==> config.mk <==
export PLATFORM = sky130hd
export DESIGN_NAME = serial_adder
export DESIGN_NICKNAME = d
export VERILOG_FILES = /design/src/rtl/serial_adder.sv
export SDC_FILE = /design/constraint.sdc
export NUM_CORES = 1
export LEC_CHECK = 0
export CORE_UTILIZATION = 45
export DETAILED_ROUTE_END_ITERATION = 8
export PLACE_DENSITY = 0.73
export SETUP_SLACK_MARGIN = 0.1
export SYNTH_ARGS = -nofsm -noshare
export SYNTH_HDL_FRONTEND = slang
export SYNTH_SLANG_ARGS = --single-unit
export TNS_END_PERCENT = 5
==> constraint.sdc <==
create_clock -name clk -period 1.85 [get_ports clk]
set_input_delay 0.37 -clock clk [delete_from_list [all_inputs] [get_ports clk]]
set_output_delay 0.37 -clock clk [all_outputs]
set_load 0.02 [all_outputs]
==> src/rtl/serial_adder.sv <==
// ============================================================================
// Module      : serial_adder
// Description : Multi-cycle WIDTH-bit adder that processes DIGIT bits per
//               clock through a full-adder chain. Uses a start/busy/done
//               handshake. Defining SERIAL_ADDER_OVF_EN adds a signed
//               overflow output (ovf).
// Revision    : 1.0 - initial release
// ============================================================================
`default_nettype none

module serial_adder #(
    parameter int WIDTH = 8,
    parameter int DIGIT = 1
) (
    input  logic             clk,
    input  logic             rst_n,
    input  logic             start,
    input  logic [WIDTH-1:0] a,
    input  logic [WIDTH-1:0] b,
    input  logic             Cin,
    output logic             busy,
    output logic             done,
    output logic [WIDTH-1:0] y,
    output logic             Cout
`ifdef SERIAL_ADDER_OVF_EN
    ,
    output logic             ovf
`endif
);

    localparam int N  = (DIGIT > 0) ? (WIDTH / DIGIT) : 1;
    localparam int CW = (N > 1) ? $clog2(N) : 1;

    generate
        if ((WIDTH < 1) || (DIGIT < 1) || ((WIDTH % DIGIT) != 0)) begin : g_bad_params
            $error("serial_adder: DIGIT must be >= 1 and divide WIDTH exactly");
        end
    endgenerate

    typedef enum logic [1:0] {
        S_IDLE = 2'd0,
        S_RUN  = 2'd1,
        S_DONE = 2'd2
    } state_t;

    state_t           state_q, state_d;
    logic [WIDTH-1:0] a_q, b_q, y_q;
    logic             carry_q, cout_q;
    logic [CW-1:0]    cnt_q;
    logic             w_load, w_step, w_last;
    logic [DIGIT-1:0] w_sum;
    logic [DIGIT:0]   w_chain_c;
    logic [WIDTH-1:0] w_res_next;

    // Ripple chain over the low digit of the operand shift registers
    assign w_chain_c[0] = carry_q;
    generate
        for (genvar i = 0; i < DIGIT; i++) begin : g_fa
            assign w_sum[i]       = a_q[i] ^ b_q[i] ^ w_chain_c[i];
            assign w_chain_c[i+1] = (a_q[i] & b_q[i]) | (w_chain_c[i] & (a_q[i] ^ b_q[i]));
        end
    endgenerate

    // Partial result holds only the digits already produced; the newest
    // digit enters at the top so the final step yields the whole sum.
    generate
        if (N > 1) begin : g_res_multi
            logic [WIDTH-DIGIT-1:0] res_q;
            assign w_res_next = {w_sum, res_q};
            always_ff @(posedge clk or negedge rst_n) begin
                if (!rst_n) begin
                    res_q <= '0;
                end else if (w_step) begin
                    res_q <= w_res_next[WIDTH-1:DIGIT];
                end
            end
        end else begin : g_res_single
            assign w_res_next = w_sum;
        end
    endgenerate

    assign w_last = (cnt_q == CW'(N - 1));

    always_comb begin
        state_d = state_q;
        busy    = 1'b0;
        done    = 1'b0;
        w_load  = 1'b0;
        w_step  = 1'b0;
        case (state_q)
            S_IDLE: begin
                if (start) begin
                    w_load  = 1'b1;
                    state_d = S_RUN;
                end
            end
            S_RUN: begin
                busy   = 1'b1;
                w_step = 1'b1;
                if (w_last) begin
                    state_d = S_DONE;
                end
            end
            S_DONE: begin
                done = 1'b1;
                if (start) begin
                    w_load  = 1'b1;
                    state_d = S_RUN;
                end else begin
                    state_d = S_IDLE;
                end
            end
            default: state_d = S_IDLE;
        endcase
    end

    always_ff @(posedge clk or negedge rst_n) begin
        if (!rst_n) begin
            state_q <= S_IDLE;
            a_q     <= '0;
            b_q     <= '0;
            carry_q <= 1'b0;
            cnt_q   <= '0;
            y_q     <= '0;
            cout_q  <= 1'b0;
        end else begin
            state_q <= state_d;
            if (w_load) begin
                a_q     <= a;
                b_q     <= b;
                carry_q <= Cin;
                cnt_q   <= '0;
            end else if (w_step) begin
                a_q     <= a_q >> DIGIT;
                b_q     <= b_q >> DIGIT;
                carry_q <= w_chain_c[DIGIT];
                cnt_q   <= cnt_q + 1'b1;
                if (w_last) begin
                    y_q    <= w_res_next;
                    cout_q <= w_chain_c[DIGIT];
                end
            end
        end
    end

    assign y    = y_q;
    assign Cout = cout_q;

`ifdef SERIAL_ADDER_OVF_EN
    logic ovf_q;

    // Carry into the MSB is the chain tap just below the final digit's top bit
    always_ff @(posedge clk or negedge rst_n) begin
        if (!rst_n) begin
            ovf_q <= 1'b0;
        end else if (w_step && w_last) begin
            ovf_q <= w_chain_c[DIGIT-1] ^ w_chain_c[DIGIT];
        end
    end

    assign ovf = ovf_q;
`endif

endmodule

`default_nettype wire

Yosys cells after proc, flatten, opt, wreduce, memory -nomap -nowiden
Cells that the tools add are included.

Flip-flop bits (word level): 38. Input bits: 20.

Reductions and logical operators: 5. Bitwise gates (word level): 6. Add/sub/neg operators: 1. Eq/ne operators: 5. Muxes and demuxes: 16.

Operator list (count): 8-bit 2-to-1 mux (4); 1-bit 2-to-1 mux (7); 3-bit 2-to-1 mux (2); 2-bit case mux with 3 select lines (1); 2-bit 2-to-1 mux (2); 2-bit inequality test (second input constant) (2); 3-bit by 1-bit adder with 3-bit output (second input constant) (1); 3-bit == test (second input constant) (1); 3-bit AND reduction (1); 1-bit bitwise AND (2); 2-bit by 1-bit == test with 1-bit output (second input constant) (1); 2-bit == test (second input constant) (1); 2-bit logical NOT (1); 2-bit AND reduction (1); 2-bit nonzero test (1); 2-bit OR reduction (1); 1-bit XOR (2); 1-bit NOT (1); 1-bit OR (1).

Logic depth before layout (Yosys ltp)
Gate-level depths: netlist of run 1.

Word-level depth: 5. Depth in mapped cells: 7. Mapped depth without buffers: 4.

Least setup slack after synthesis of run 1
OpenSTA, ideal clock, no wires.

Path type: register -> register. Start: register cnt_q[0]. End: register cnt_q[2]. Setup time: 121 ps. Setup slack: 452 ps. Stages on the path, launching flop included: 5. Arrival time: 1277 ps. Required time: 1729 ps. Path buffers: 0. Cell sequence: dfrtp_1 > ha_1 > ha_1 > mux2_2 > a22o_1.

Longest elaborated chain between the ends: 3.

RTL lines: start, declared (RTL line 49) `logic [CW-1:0] cnt_q;`; start signal, assigned (RTL line 137) `cnt_q <= cnt_q + 1'b1;`; 3-bit by 1-bit adder with 3-bit output (RTL line 137); 3-bit 2-to-1 mux (RTL line 133) `end else if (w_step) begin`; 3-bit 2-to-1 mux (RTL line 128) `if (w_load) begin`.

Every way passes these cells. The select of a mux whose other input is x is not followed. A chain may end at the register's enable or synchronous reset.

Worst setup path after layout of run 1
Start: register state_q[1]. End: output port busy.

Longest elaborated chain between the ends: 2.

RTL lines: start, declared (RTL line 46) `state_t state_q, state_d;`; start signal, assigned (RTL line 127) `state_q <= state_d;`; 2-bit by 1-bit == test with 1-bit output (RTL line 90) `case (state_q)`; 1-bit 2-to-1 mux (RTL line 90); end, declared (RTL line 21) `output logic busy,`.

Every way passes these cells.

==> results of run 1 <==
[critical path, cell delays in order, from the launching register on]
cell and delay [ns]:
dfrtp_1 0.42, nand2b_4 0.17, inv_2 0.05, dlygate4sd2_1 0.32
[cell usage after synthesis]
| library cell | number |
|---|---|
| dfrtp_1 | 38 |
| clkbuf_1 | 3 |
| nand2b_4 | 1 |
| inv_1 | 1 |
| o22ai_1 | 11 |
| nor2b_1 | 6 |
| fa_1 | 1 |
| o21ai_0 | 3 |
| a211oi_1 | 4 |
| clkbuf_2 | 1 |
| nand2b_1 | 1 |
| mux2_2 | 11 |
| a22o_1 | 2 |
| nand3_1 | 3 |
| nor2_1 | 12 |
| inv_2 | 1 |
| nor3_1 | 9 |
| mux2i_1 | 5 |
| buf_6 | 3 |
| ha_1 | 2 |
| nor3_2 | 2 |
| buf_2 | 2 |
| buf_4 | 1 |
| nand2_1 | 23 |
| nand2_4 | 1 |
| a21oi_1 | 4 |
[repair_timing]
action                     CTS  global route
hold buffers                 0             0
resized for setup            2             0
setup endpoints to repair    2             0
[metal layers]
metal,track usage [%],up-vias
met4,7.85,0
met1,20.0,578
met2,30.8,26
li1,-,589
met3,3.83,7
met5,0,-
[through the flow]
stage	instance area, um^2	setup WS [ns]	cells	utilization, %	hold slack [ns]
final	2100	0.243	232	60.9	0.129
after global routing	2100	0.182	232	60.9	0.159
after CTS	2100	0.224	232	60.9	0.141
after detailed placement	2020	0.256	225	58.7	0.437
after global placement	2020	0.261	225	58.7	0.437
after floorplan	1680	0.452	151	-	0.0744
[flip-flops by register name, summed over array words and instances, names as in the netlist]
register           flops
Cout                   1
a_q                    8
b_q                    8
carry_q                1
cnt_q                  3
g_res_multi.res_q      7
state_q                2
y                      8
[where the power goes]
part           switching (mW)  internal, mW
Combinational           0.755         0.737
Sequential              0.247          1.22
Clock                   0.250         0.259
[kinds of logic (layout without fill, tap and decap cells)]
kind of cell / count (synthesis) / after routing / share of synthesized area, %
simple gates: 58 / 58 / 16.7
flops: 38 / 38 / 56.7
compound gates: 24 / 24 / 9.03
mux: 16 / 16 / 10.4
buf+inv: 12 / 47 / 4.48
fa+ha+maj: 3 / 3 / 2.69
[worst min path at each step]
stage,startpoint,to,cells after the start
after floorplan,rst_n,Cout,0
after global placement,rst_n,carry_q,2
after detailed placement,rst_n,carry_q,2
after CTS,rst_n,carry_q,2
after global routing,rst_n,y[7],2
final,rst_n,carry_q,2
[area by class of cell]
| cell class | instances | area share, % |
|---|---|---|
| well taps | 46 | 2.75 |
| repair buffers | 38 | 16.8 |
| inverters | 2 | 0.358 |
| flip-flops and latches | 38 | 45.4 |
| multi-input cells | 101 | 31.0 |
| clock buffers | 7 | 3.64 |
==> flow_summary_export.csv, run 1 <==
group,metric,value,unit
status,outcome,"finished clean",
synthesis,yosys.area.top_type,"dfrtp_1",
cts,cts_max_level,2,
pwr,power,3.47,mW
detailed_routing,dr.pass1.iters,4,
die,ioPinCount,31,
synthesis,syn-num-nets,174,
cts,cts_setup_buffers,0,
synthesis,ys_top_cells_by_area,"dfrtp_1 57%, mux2_2 7.4%, nand2_1 5.1%",
detailed_routing,wl_met2,1530,um
sta,hold_violations,0,
place,place.gp.congestion,0.743,
detailed_routing,drtIter0Drc,39,
layout,n_antenna_cell,0,
layout,mostFrequentLayoutCell,"dfrtp_1",
grt,track_usage,17.5,%
cts,cts_buffers,5,
pwr,peakVddDrop,0.000687,V
sta,rsz0062_at_grt,"false",
cts,worstSkewPairLatency,0.28,ns
synthesis,synth.distinct_cells,26,
detailed_routing,ant_nets,0,
detailed_routing,wl_per_cell,12.9,um
sta,worstMarginPinSlew,0.467,ns
worst_setup_path,cp-startpoint,"state_q[1]",
worst_setup_path,arrival,1.24,ns
layout,drive_gt1_share,16.1,%
layout,fin_nets,209,
synthesis,synth_top_cell_area_share,56.7,%
job,maxCapViolations,0,
layout,multi_input_area,651,um^2
worst_setup_path,rr_worst_depth,4,
detailed_routing,drc,0,
die,die_height,63.0,um
sta,setup-tns-final,0,ns
sta,fin_crit,1.61,ns
sta,fin_crit_sh,86.8,%
worst_setup_path,rr_endpoint,"cnt_q[2]",
grt,antenna_found_initial,0,
layout,final_cell_mix,"38 x dfrtp_1, 27 x clkdlybuf4s50_1, 23 x nand2_1",
cts,cts.clk_slew.worst_paths,0.06,ns
synthesis,synthCells,151,
synthesis,synth_area_per_cell,11.1,um^2
worst_setup_path,critPathMaxFanout,5,
detailed_routing,top_layer,"met4",
grt,grt_max_degree,39,
worst_setup_path,worstSetupPathType,"flip-flop to output port",
die,dieArea,0.00397,mm^2
worst_setup_path,setup.worst_path.start_class,"flip-flop",
layout,area_growth,25.0,%
cts,cts_buffer_depth,2,
worst_setup_path,endpoint,"busy",
detailed_routing,routed-wl-met3,120,um
synthesis,yosysWarnings,0,
sta,slew_headroom,68.8,%
hold_path,hold_class,"input pin to async pin",
detailed_routing,wl_met1,1280,um
cts,cts.sinks,38,
place,io_buffers,30,
synthesis,synth-seq-cells,38,
cts,cts_tree,"built",
cts,clock-root-buffer,"clkbuf_8",
worst_setup_path,r2r_setup_slack,0.40,ns
worst_setup_path,critical_path.endpoint_type,"output port",
layout,num-fill-cells,301,
die,core,0.00344,mm^2
worst_setup_path,reg2reg_from,"cnt_q[0]",
worst_setup_path,critical_path_required,1.48,ns
pwr,power_leakage,0.930,nW
sta,skew,0.00510,ns
sta,setup_viol,0,
detailed_routing,routed_wl,2990,um
grt,grt_pass1_vias,1224,
die,dieWidth,63.0,um
die,initial_core_util,48.7,%
sta,drv_slew,0,
sta,fmax,622,MHz
synthesis,synth_seq_area_share,56.7,%
detailed_routing,vias,1200,
pwr,power_density,1660,mW/mm^2
grt,grt_remaining_overflow,0,
layout,area.sequential,951,um^2
die,rows,21,
synthesis,syn_area,0.00168,mm^2
place,post-dp-hpwl,2110,um
grt,grt_pass1_wl,5340,um
detailed_routing,viasPerCell,5.17,
Power figures use the tool's default switching activity.
==> run 2, diff against run 1 <==
- CTS_BUF_LIST: default -> sky130_fd_sc_hd__clkbuf_8 sky130_fd_sc_hd__clkbuf_16
- GPL_TIMING_DRIVEN: default -> 0
==> run 2 against run 1 <==
Power is 15% higher. Global-route usage is 1.6 points higher. Clock skew is 0.0016 ns higher. Sequential power hardly changed.
==> flow_summary_export.csv, run 2 (same netlist as run 1, synthesis figures left out) <==
group,metric,value,unit
status,outcome,"finished clean",
worst_setup_path,crit_slowest_cell,"dfrtp_1",
detailed_routing,viasPerCell,5.06,
hold_path,hold_class,"input pin to async pin",
worst_setup_path,r2r_setup_slack,0.35,ns
grt,grt_remaining_overflow,0,
grt,grt_pass1_vias,1211,
detailed_routing,routed_wl,3340,um
layout,area_growth,35.1,%
grt,track_usage,19.1,%
worst_setup_path,path_delay_family,"buffers and inverters",
sta,rsz0062_at_grt,"true",
place,place.gp.congestion,0.731,
detailed_routing,drtIter0Drc,19,
layout,n_antenna_cell,0,
grt,met3_usage,6.39,%
sta,setup_viol,0,
cts,worstSkewPairLatency,0.29,ns
die,ioPinCount,31,
cts,clock-root-buffer,"clkbuf_8",
detailed_routing,ant_nets,0,
place,placed_cells,227,
detailed_routing,wl_per_cell,13.4,um
place,place_ws,-0.178,ns
sta,skew,0.00675,ns
grt,grt_pass1_wl,5640,um
worst_setup_path,critical_path.endpoint_type,"output port",
die,die_height,63.0,um
sta,worstMarginPinSlew,0.844,ns
worst_setup_path,rr_endpoint,"a_q[5]",
cts,cts_buffers,5,
worst_setup_path,critical_path_required,1.48,ns
worst_setup_path,timing.critical_path.cells,"buf_6 > nand2b_4 > inv_4 > buf_8 > buf_8 > buf_6",
place,io_buffers,30,
layout,mostFrequentLayoutCell,"dfrtp_1",
grt,grt-busiest-layer,"met2",
sta,fmax,582,MHz
grt,antenna_found_initial,0,
sta,timing.hold.ws,0.178,ns
sta,setup-tns-final,0,ns
die,core,0.00344,mm^2
die,rows,21,
layout,post-route-util,65.8,%
cts,cts_max_level,2,
pwr,peakVddDrop,0.000713,V
pwr,power,3.99,mW
sta,slew_headroom,43.8,%
pwr,power_density,1760,mW/mm^2
sta,drv_slew,0,
detailed_routing,vias,1261,
place,post-dp-hpwl,2270,um
worst_setup_path,arrival,1.35,ns
layout,final_cell_mix,"38 x dfrtp_1, 27 x clkdlybuf4s50_1, 23 x nand2_1",
die,initial_core_util,48.7,%
worst_setup_path,critPathMaxStageDelay,0.38,ns
worst_setup_path,cp_num_buf_inv,5,
grt,grt_util_met2,31.9,%
cts,cts_tree,"built",
sta,fin_crit,1.72,ns
layout,stdcell_count,249,
die,dieWidth,63.0,um
sta,fin_crit_sh,92.8,%
detailed_routing,drc,0,
cts,cts_buffer_depth,2,
worst_setup_path,setup.worst_path.start_class,"flip-flop",
layout,fin_area,0.00226,mm^2
worst_setup_path,critPathMaxFanout,8,
layout,fin_nets,226,
layout,num-fill-cells,276,
pwr,power_leakage,1.03,nW
cts,cts.sinks,38,
detailed_routing,dr.pass1.iters,4,
sta,hold_violations,0,
worst_setup_path,reg2reg_from,"state_q[0]",
job,maxCapViolations,0,
grt,grt_max_degree,39,
cts,cts.clk_slew.worst_paths,0.07,ns
layout,drive_gt1_share,23.2,%
sta,fin_ws,0.132,ns
worst_setup_path,worstSetupPathType,"flip-flop to output port",
worst_setup_path,rr_worst_depth,9,
die,dieArea,0.00397,mm^2
place,placed_area,0.00203,mm^2
grt,met1_usage,22.3,%
run 2: cell count changes in the layout (fill, tap and decap cells not counted):
cell           change
buf_4              +8
buf_2              +2
buf_6              +2
buf_8              +2
bufinv_16          +1
clkbuf_1           +1
clkbuf_2           +1
clkbuf_8           +1
dlygate4sd2_1      -1
inv_2              -1
inv_4              +1
run 2: final cells by class:
class                      instances  area (um^2)  area share, %
tap                               46         57.6           2.54
buffer                            10         75.1           3.31
timing repair buffer              45          408           18.0
multi-input combinational        101          651           28.7
inverter                           2         10.0          0.442
sequential                        38          951           42.0
clock inverter                     1         30.0           1.33
clock buffer                       6         82.6           3.65
run 2: metal layers:
layer,routed length [um],vias to the layer above
li1,-,622
met1,1500,609
met4,52,0
met5,0,-
met3,135,7
met2,1660,23
run 2: how the worst max path moves through the flow:
stage / start / endpoint / slack [ns] / depth (start not counted)
after floorplan: cnt_q[0] / cnt_q[2] / 0.45 / 4
after global placement: rst_n / y[3] / -0.42 / 1
after detailed placement: state_q[1] / busy / -0.18 / 6
after CTS: state_q[1] / busy / 0.01 / 6
after global routing: state_q[1] / busy / 0.08 / 6
final: state_q[1] / busy / 0.13 / 6
run 2: power breakdown:
part	leakage, nW	switching, mW	internal [mW]	total (mW)
logic	0.505	0.857	0.956	1.81
registers	0.465	0.237	1.22	1.46
clock network	0.0573	0.282	0.431	0.714
total	1.03	1.38	2.61	3.99
run 2: timing repair:
action / 4_1_cts / 5_1_grt
setup endpoints to repair: 2 / 1
setup buffers: 0 / 15
hold buffers: 0 / 0
resized for setup: 10 / 0
